[src/rtl/reg_pipe_bank_pkg.sv]
// Shared types for the reg_pipe_bank register pipeline.
//   lane_op_e : per-cycle operation applied to every lane
//   lane_op() : folds the global stall/flush pair into one operation,
//               with flush taking priority over stall.
package reg_pipe_bank_pkg;

  typedef enum logic [1:0] {
    LANE_ADVANCE = 2'd0,
    LANE_STALL   = 2'd1,
    LANE_FLUSH   = 2'd2
  } lane_op_e;

  function automatic lane_op_e lane_op(input logic stall, input logic flush);
    if (flush) return LANE_FLUSH;
    if (stall) return LANE_STALL;
    return LANE_ADVANCE;
  endfunction

endpackage

[src/rtl/reg_pipe_lane.sv]
// One channel of reg_pipe_bank: a DEPTH-deep shift of {valid, data} plus a
// saturating count of beats delivered from the last stage.
//   clk, rst   : clock, asynchronous active-low reset
//   op         : advance / stall / flush for this cycle
//   d, in_valid: stage-0 source
//   q, out_valid: last stage
//   beat_cnt   : delivered-beat count, saturates at all-ones
module reg_pipe_lane
  import reg_pipe_bank_pkg::*;
#(
  parameter int WIDTH = 8,
  parameter int DEPTH = 1,
  parameter int CNT_W = 8
) (
  input  logic             clk,
  input  logic             rst,
  input  lane_op_e         op,
  input  logic [WIDTH-1:0] d,
  input  logic             in_valid,
  output logic [WIDTH-1:0] q,
  output logic             out_valid,
  output logic [CNT_W-1:0] beat_cnt
);

  localparam logic [CNT_W-1:0] CNT_MAX = '1;

  logic [WIDTH-1:0] data_r [DEPTH];
  logic [DEPTH-1:0] valid_r;
  logic [CNT_W-1:0] cnt_r;

  // NOTE: non-blocking assignments let every stage read its neighbour's
  // pre-edge value, which is what makes the loop below a shift register.
  always_ff @(posedge clk or negedge rst) begin
    if (!rst) begin
      // NOTE: the data array is reset as well so q reads 0, not X, after reset.
      for (int k = 0; k < DEPTH; k++) data_r[k] <= '0;
      valid_r <= '0;
      cnt_r   <= '0;
    end else begin
      unique case (op)
        LANE_FLUSH: begin
          // Data registers deliberately hold; only qualification is cleared.
          valid_r <= '0;
          cnt_r   <= '0;
        end
        LANE_ADVANCE: begin
          valid_r[0] <= in_valid;
          if (in_valid) data_r[0] <= d;
          for (int k = 1; k < DEPTH; k++) begin
            valid_r[k] <= valid_r[k-1];
            // Bubbles do not overwrite data, keeping toggling down.
            if (valid_r[k-1]) data_r[k] <= data_r[k-1];
          end
          // The beat currently at the output is delivered on this edge.
          if (valid_r[DEPTH-1] && (cnt_r != CNT_MAX)) cnt_r <= cnt_r + 1'b1;
        end
        default: begin
          // Stall: everything holds.
        end
      endcase
    end
  end

  assign q         = data_r[DEPTH-1];
  assign out_valid = valid_r[DEPTH-1];
  assign beat_cnt  = cnt_r;

endmodule

[src/rtl/reg_pipe_bank.sv]
// Parametrised multi-channel register pipeline. Slices the packed buses into
// NUM_CH independent reg_pipe_lane instances sharing stall/flush.
//   clk, rst  : clock, asynchronous active-low reset
//   d         : NUM_CH*WIDTH input data, channel c at [c*WIDTH +: WIDTH]
//   in_valid  : per-channel input qualifier
//   stall     : global hold
//   flush     : synchronous clear of valid bits and counters (beats stall)
//   q         : last-stage data, same packing as d
//   out_valid : last-stage valid per channel
//   beat_cnt  : per-channel delivered-beat count at [c*CNT_W +: CNT_W]
module reg_pipe_bank
  import reg_pipe_bank_pkg::*;
#(
  parameter int WIDTH  = 8,
  parameter int NUM_CH = 2,
  parameter int DEPTH  = 1,
  parameter int CNT_W  = 8
) (
  input  logic                    clk,
  input  logic                    rst,
  input  logic [NUM_CH*WIDTH-1:0] d,
  input  logic [NUM_CH-1:0]       in_valid,
  input  logic                    stall,
  input  logic                    flush,
  output logic [NUM_CH*WIDTH-1:0] q,
  output logic [NUM_CH-1:0]       out_valid,
  output logic [NUM_CH*CNT_W-1:0] beat_cnt
);

  lane_op_e op;
  assign op = lane_op(stall, flush);

  for (genvar c = 0; c < NUM_CH; c++) begin : g_lane
    reg_pipe_lane #(
      .WIDTH (WIDTH),
      .DEPTH (DEPTH),
      .CNT_W (CNT_W)
    ) u_lane (
      .clk       (clk),
      .rst       (rst),
      .op        (op),
      .d         (d[c*WIDTH +: WIDTH]),
      .in_valid  (in_valid[c]),
      .q         (q[c*WIDTH +: WIDTH]),
      .out_valid (out_valid[c]),
      .beat_cnt  (beat_cnt[c*CNT_W +: CNT_W])
    );
  end

endmodule
[config.mk]
export PLATFORM = sky130hd
export DESIGN_NAME = reg_pipe_bank
export DESIGN_NICKNAME = d
export VERILOG_FILES = /design/src/rtl/reg_pipe_bank_pkg.sv /design/src/rtl/reg_pipe_lane.sv /design/src/rtl/reg_pipe_bank.sv
export SDC_FILE = /design/constraint.sdc
export NUM_CORES = 1
export LEC_CHECK = 0
export CAP_MARGIN = 0
export CELL_PAD_IN_SITES_DETAIL_PLACEMENT = 1
export CELL_PAD_IN_SITES_GLOBAL_PLACEMENT = 1
export CORE_MARGIN = 8
export CORE_UTILIZATION = 34
export DETAILED_ROUTE_END_ITERATION = 6
export GPL_ROUTABILITY_DRIVEN = 1
export PLACE_DENSITY_LB_ADDON = 0.1
export SLEW_MARGIN = 20
export SYNTH_ARGS = -nofsm -noshare
export SYNTH_HDL_FRONTEND = slang
export SYNTH_SLANG_ARGS = --single-unit
[constraint.sdc]
create_clock -name clk -period 2 [get_ports clk]
set_input_delay 0.5 -clock clk [delete_from_list [all_inputs] [get_ports clk]]
set_output_delay 0.5 -clock clk [all_outputs]
set_load 0.01 [all_outputs]
Word level (Yosys, flattened, before mapping)
Index checks and enable logic that the tools add are counted.
Cells by class
  add/sub/neg operators: 2
  $mul: 0
  divide/modulo/power cells: 0
  $lt $le $gt $ge: 0
  equality and inequality tests: 5
  shift-type cells: 0
  mux-type cells: 13
  bitwise gates (word level): 0
  reductions and logical operators: 8
Operators by type and width (number)
  8-bit case mux with 2 select lines: 2
  8-bit by 1-bit adder with 8-bit output, second input constant: 2
  8-bit 2-to-1 mux: 2
  8-bit inequality test, second input constant: 2
  2-bit 2-to-1 mux: 4
  2-bit AND reduction: 4
  2-bit by 1-bit inequality test with 1-bit output, second input constant: 2
  1-bit case mux with 2 select lines: 2
  1-bit 2-to-1 mux: 3
  2-bit equality test, second input constant: 1
  1-bit logical AND: 2
  2-bit logical NOT: 1
  2-bit nonzero test: 1
Word-level totals
  bits in registers: 34
  bits in latches: 0
  bits in writable memories: 0
  memory bits (read-only): 0
  input port bits: 22
  output and inout port bits: 34
  logic and storage cells: 34
  memories kept: 0

Logic depth before layout (Yosys ltp)
  depth after elaboration: 7
  mapped depth: 5
  gate-level depth less buffers: 5

By module
From an unflattened synthesis, not the netlist that was laid out.
Second synthesis, totals
  cells, all modules: 147
  area, all modules: 1741.7 µm²
Modules (own cells, without submodules)
  reg_pipe_lane at g_lane[0].u_lane: instances 1, cells an instance 72, area an instance 882.1 µm², sequential area each 425.4 µm²
  reg_pipe_lane at g_lane[1].u_lane: instances 1, cells an instance 74, area an instance 845.8 µm², sequential area each 425.4 µm²
  reg_pipe_bank: instances 1, cells an instance 1, area an instance 13.8 µm², sequential area each 0.0 µm²

Worst setup path after synthesis
OpenSTA, ideal clock, no wires.
  path type: input to register
  start: input stall
  end: register g_lane[0].u_lane.data_r (netlist bit g_lane[0].u_lane.q[0])
  setup time: 0.125 ns
  data arrival time: 1.469 ns
  data required time: 1.875 ns
  path slack: 0.406 ns
  stages: 5
  path buffers: 2
  path through: buf_2 > nor2_1 > and2_1 > buf_2 > mux2_2
Between the ends
  word-level cells in the longest chain between the ends: 6
RTL lines
  start: declaration: line reg_pipe_bank.sv:23  | input logic stall,
  1-bit 2-to-1 mux (2 in a row): line reg_pipe_bank_pkg.sv:15  | if (stall) return LANE_STALL;
  2-bit 2-to-1 mux *: line reg_pipe_bank_pkg.sv:16  | return LANE_ADVANCE;
  2-bit 2-to-1 mux *: line reg_pipe_bank_pkg.sv:15
  2-bit logical NOT *: line reg_pipe_lane.sv:40  | unique case (op)
  2-bit AND reduction (no line) *
  end signal: indexed assignment: line reg_pipe_lane.sv:52  | if (valid_r[k-1]) data_r[k] <= data_r[k-1];
  end: declaration: line reg_pipe_lane.sv:27  | logic [WIDTH-1:0] data_r [DEPTH];
Mark *: on every way between the ends. The rest lies on a longest branch, timed or not. The select of a mux whose other input is x is not followed.
A chain may end at the register's enable or synchronous reset.

Worst setup path in the final report
  start: register g_lane[0].u_lane.cnt_r[4]
  end: output beat_cnt[4]
RTL lines
  start: declaration: line reg_pipe_lane.sv:29  | logic [CNT_W-1:0] cnt_r;
  start signal: assignment: line reg_pipe_lane.sv:55  | if (valid_r[DEPTH-1] && (cnt_r != CNT_MAX)) cnt_r <= cnt_r + 1'b1;
  end: declaration: line reg_pipe_bank.sv:27  | output logic [NUM_CH*CNT_W-1:0] beat_cnt
No word-level cell between the ends.

==> reports/qor.txt <==
Worst setup path category = reg2out
Final clock skew = 0.003224 ns
Mapped Cells = 133
DRC violations left = 0
Cell area after layout = 2336 µm²
Final period util = 92.76%
Area leader, netlist = dfrtp_1
HP Start = g_lane[1].u_lane.q[1]
Nets = 224
Crit path buffers/inverters = 1
WL final = 4.531 mm
Buffers inserted by post-CTS timing repair = 0
Pleak = 1.003 nW
Pre-Repair DR Iteration Count = 4
DR vias/cell = 5.230
Crit. Startpoint = g_lane[0].u_lane.beat_cnt[4]
DIE AREA = 7049 µm²
Clk pin slew, worst setup/hold paths = 0.07 ns
Fraction of layout cells with a size suffix above 1 = 17.50%
Number of global-route vias before repair = 1442
Number of setup violations in the final report = 0
HPWL Detailed = 3.425 mm
Hold crit path type = reg2reg
Worst Tran Pin Value = 0.4449 ns
Max-Cap Viols = 0
I/O pins = 56
WHS = 0.5053 ns
Worst slew margin = 70.34%
RSZ-0062 raised after global routing = no
Row count = 24
GRT Overall Usage = 13.40%
Synth cell types = 33
CTS sink count = 34
Largest net degree at the start of global routing = 35
Critical path depth = 1
Yosys top cell area share = 54.18%
Power density over the cells = 689.8 nW/µm²
Ranking of synthesized cells by area = dfrtp_1, mux2_2, xor2_1
CP max-delay cell = clkdlybuf4s50_1
Critical path peak fanout = 6
Commonest non-fill, non-tap cell in the layout = clkdlybuf4s50_1
Worst setup path end = beat_cnt[4]
Hold violation count in the final report = 0
Antenna violations before repair = 0
Yosys reg bits = 34
# resized after CTS = 0
Syn Nets = 157
Startpoint Class = flip-flop
Syn. warnings = 0
Core area = 4414 µm²
R2r setup slk = 0.27 ns
Chip height = 83.96 µm
CTS tree = built
First-pass GRT wire length = 7.590 mm
Htree depth = 2
# fillers = 468
Outcome = finished clean
Max stage delay on crit path = 0.60 ns
FF-to-FF Start = g_lane[1].u_lane.beat_cnt[0]
Fmax = 0.5390 GHz
WL/cell = 17.98 µm
PortBufs = 55
Inserted Diodes = 0
Final max-slew violation count = 0
Total gr overflow = 0
Crit path cell chain = clkdlybuf4s50_1
Antenna Nets Post-Route = 0
R2R depth = 5
FF-to-FF End = g_lane[1].u_lane.beat_cnt[5]
Worst vdd ir = 444.7 µV
Syn Area/Cell = 11.81 µm²
Vias = 1318
Initial drt markers = 63
Root Driver = clkbuf_8
Hold_buf cts = 0
CP endpoint kind = output pin
Critical Path RT = 1.50 ns
Starting density of the core = 35.57%
Die Wd = 83.96 µm
Maximum buffer depth of the clock tree = 2
CTS buffer count = 5
Post-synthesis sequential area ratio = 54.18%
Final GP Congestion = 0.8064
Worst path arrival time = 1.36 ns
Period minus WS final = 1.855 ns
Dpl cell area = 2260 µm²
Most frequent cells in the layout = clkdlybuf4s50_1, dfrtp_1, mux2_2
Clk_lat worst skew = 0.28 ns
Synthesis-to-finish area growth = 48.76%
Crit path max-delay family = buffers and inverters
Post-Syn Area = 1570 µm²
-- where the power goes --
group          total [mW]  switching, mW  internal [mW]
registers           0.791         0.0376          0.754
clock network       0.478          0.238          0.240
logic               0.343          0.126          0.217
total                1.61          0.401           1.21
-- state kept, by name, summed over array words and instances, names as in the netlist --
name,count
g_lane.u_lane.beat_cnt,16
g_lane.u_lane.q,16
g_lane.u_lane.out_valid,2
-- metrics by stage --
step	instances	power [mW]	utilization, %	TNS [ns]	setup slack [ns]
global placement	245	1.139	51.19	0	0.04557
detailed placement	245	1.155	51.19	-0.08672	-0.04331
finish	252	1.611	52.92	0	0.1447
global route	252	1.692	52.92	0	0.07929
floorplan	133	0.9185	-	0	0.4062
CTS	252	1.635	52.92	0	0.1384
-- cells in the mapped netlist, drive strengths merged --
library cell  number
nand2b             1
a21oi              1
xor2               5
o211a              1
a221o              1
dfrtp             34
nor2              10
nand4              5
or3                2
and4               1
nor3               2
o21ai              7
inv                1
ha                 2
and2               4
o311ai             3
buf                5
and3               5
nor2b              2
clkbuf             1
nand2              5
o211ai             5
a32o               1
o31ai              3
nand3              6
mux2              16
mux2i              3
a211o              1
-- kinds of logic (layout without fill, tap and decap cells) --
| family | Yosys count | in the layout | synth area share, % |
|---|---|---|---|
| AND/OR/NAND/NOR | 43 | 43 | 15.14 |
| adder cells (fa/ha/maj) | 2 | 2 | 1.593 |
| multiplexers | 19 | 19 | 13.39 |
| buffers and inverters | 7 | 74 | 2.389 |
| XOR/XNOR | 5 | 5 | 2.789 |
| flip-flops | 34 | 34 | 54.18 |
| AO/OA/AOI/OAI | 23 | 23 | 10.52 |
-- per-layer routing --
layer / vias to the layer above / GRT usage [%] / share of wire, % / wire length, µm
met4: 0 / 4.710 / 1.1 / 51
met5: - / 0 / 0 / 0
met1: 652 / 15.20 / 43 / 1945
met3: 4 / 5.176 / 5.8 / 262
met2: 39 / 22.25 / 50 / 2272
li1: 623 / - / - / -
-- worst min path at each step --
| stage | slack [ns] | endpoint | cells after the start |
|---|---|---|---|
| 2_1_floorplan | 0.20 | g_lane[0].u_lane.beat_cnt[0] | 0 |
| 3_3_place_gp | 0.49 | g_lane[1].u_lane.q[3] | 1 |
| 3_5_place_dp | 0.49 | g_lane[1].u_lane.q[3] | 1 |
| 4_1_cts | 0.51 | g_lane[1].u_lane.q[3] | 1 |
| 5_1_grt | 0.53 | g_lane[1].u_lane.q[3] | 1 |
| 6_report | 0.51 | g_lane[1].u_lane.q[1] | 1 |
-- area by class of cell --
cell class	count	area [µm²]	share of cell area, %
clock buffers	7	76.32	3.267
flip-flops and latches	34	850.8	36.42
well taps	52	65.06	2.785
multi-input cells	92	681.9	29.19
repair buffers	66	658.1	28.17
inverters	1	3.754	0.1607
Note: power is estimated with default switching activity, not from simulation.
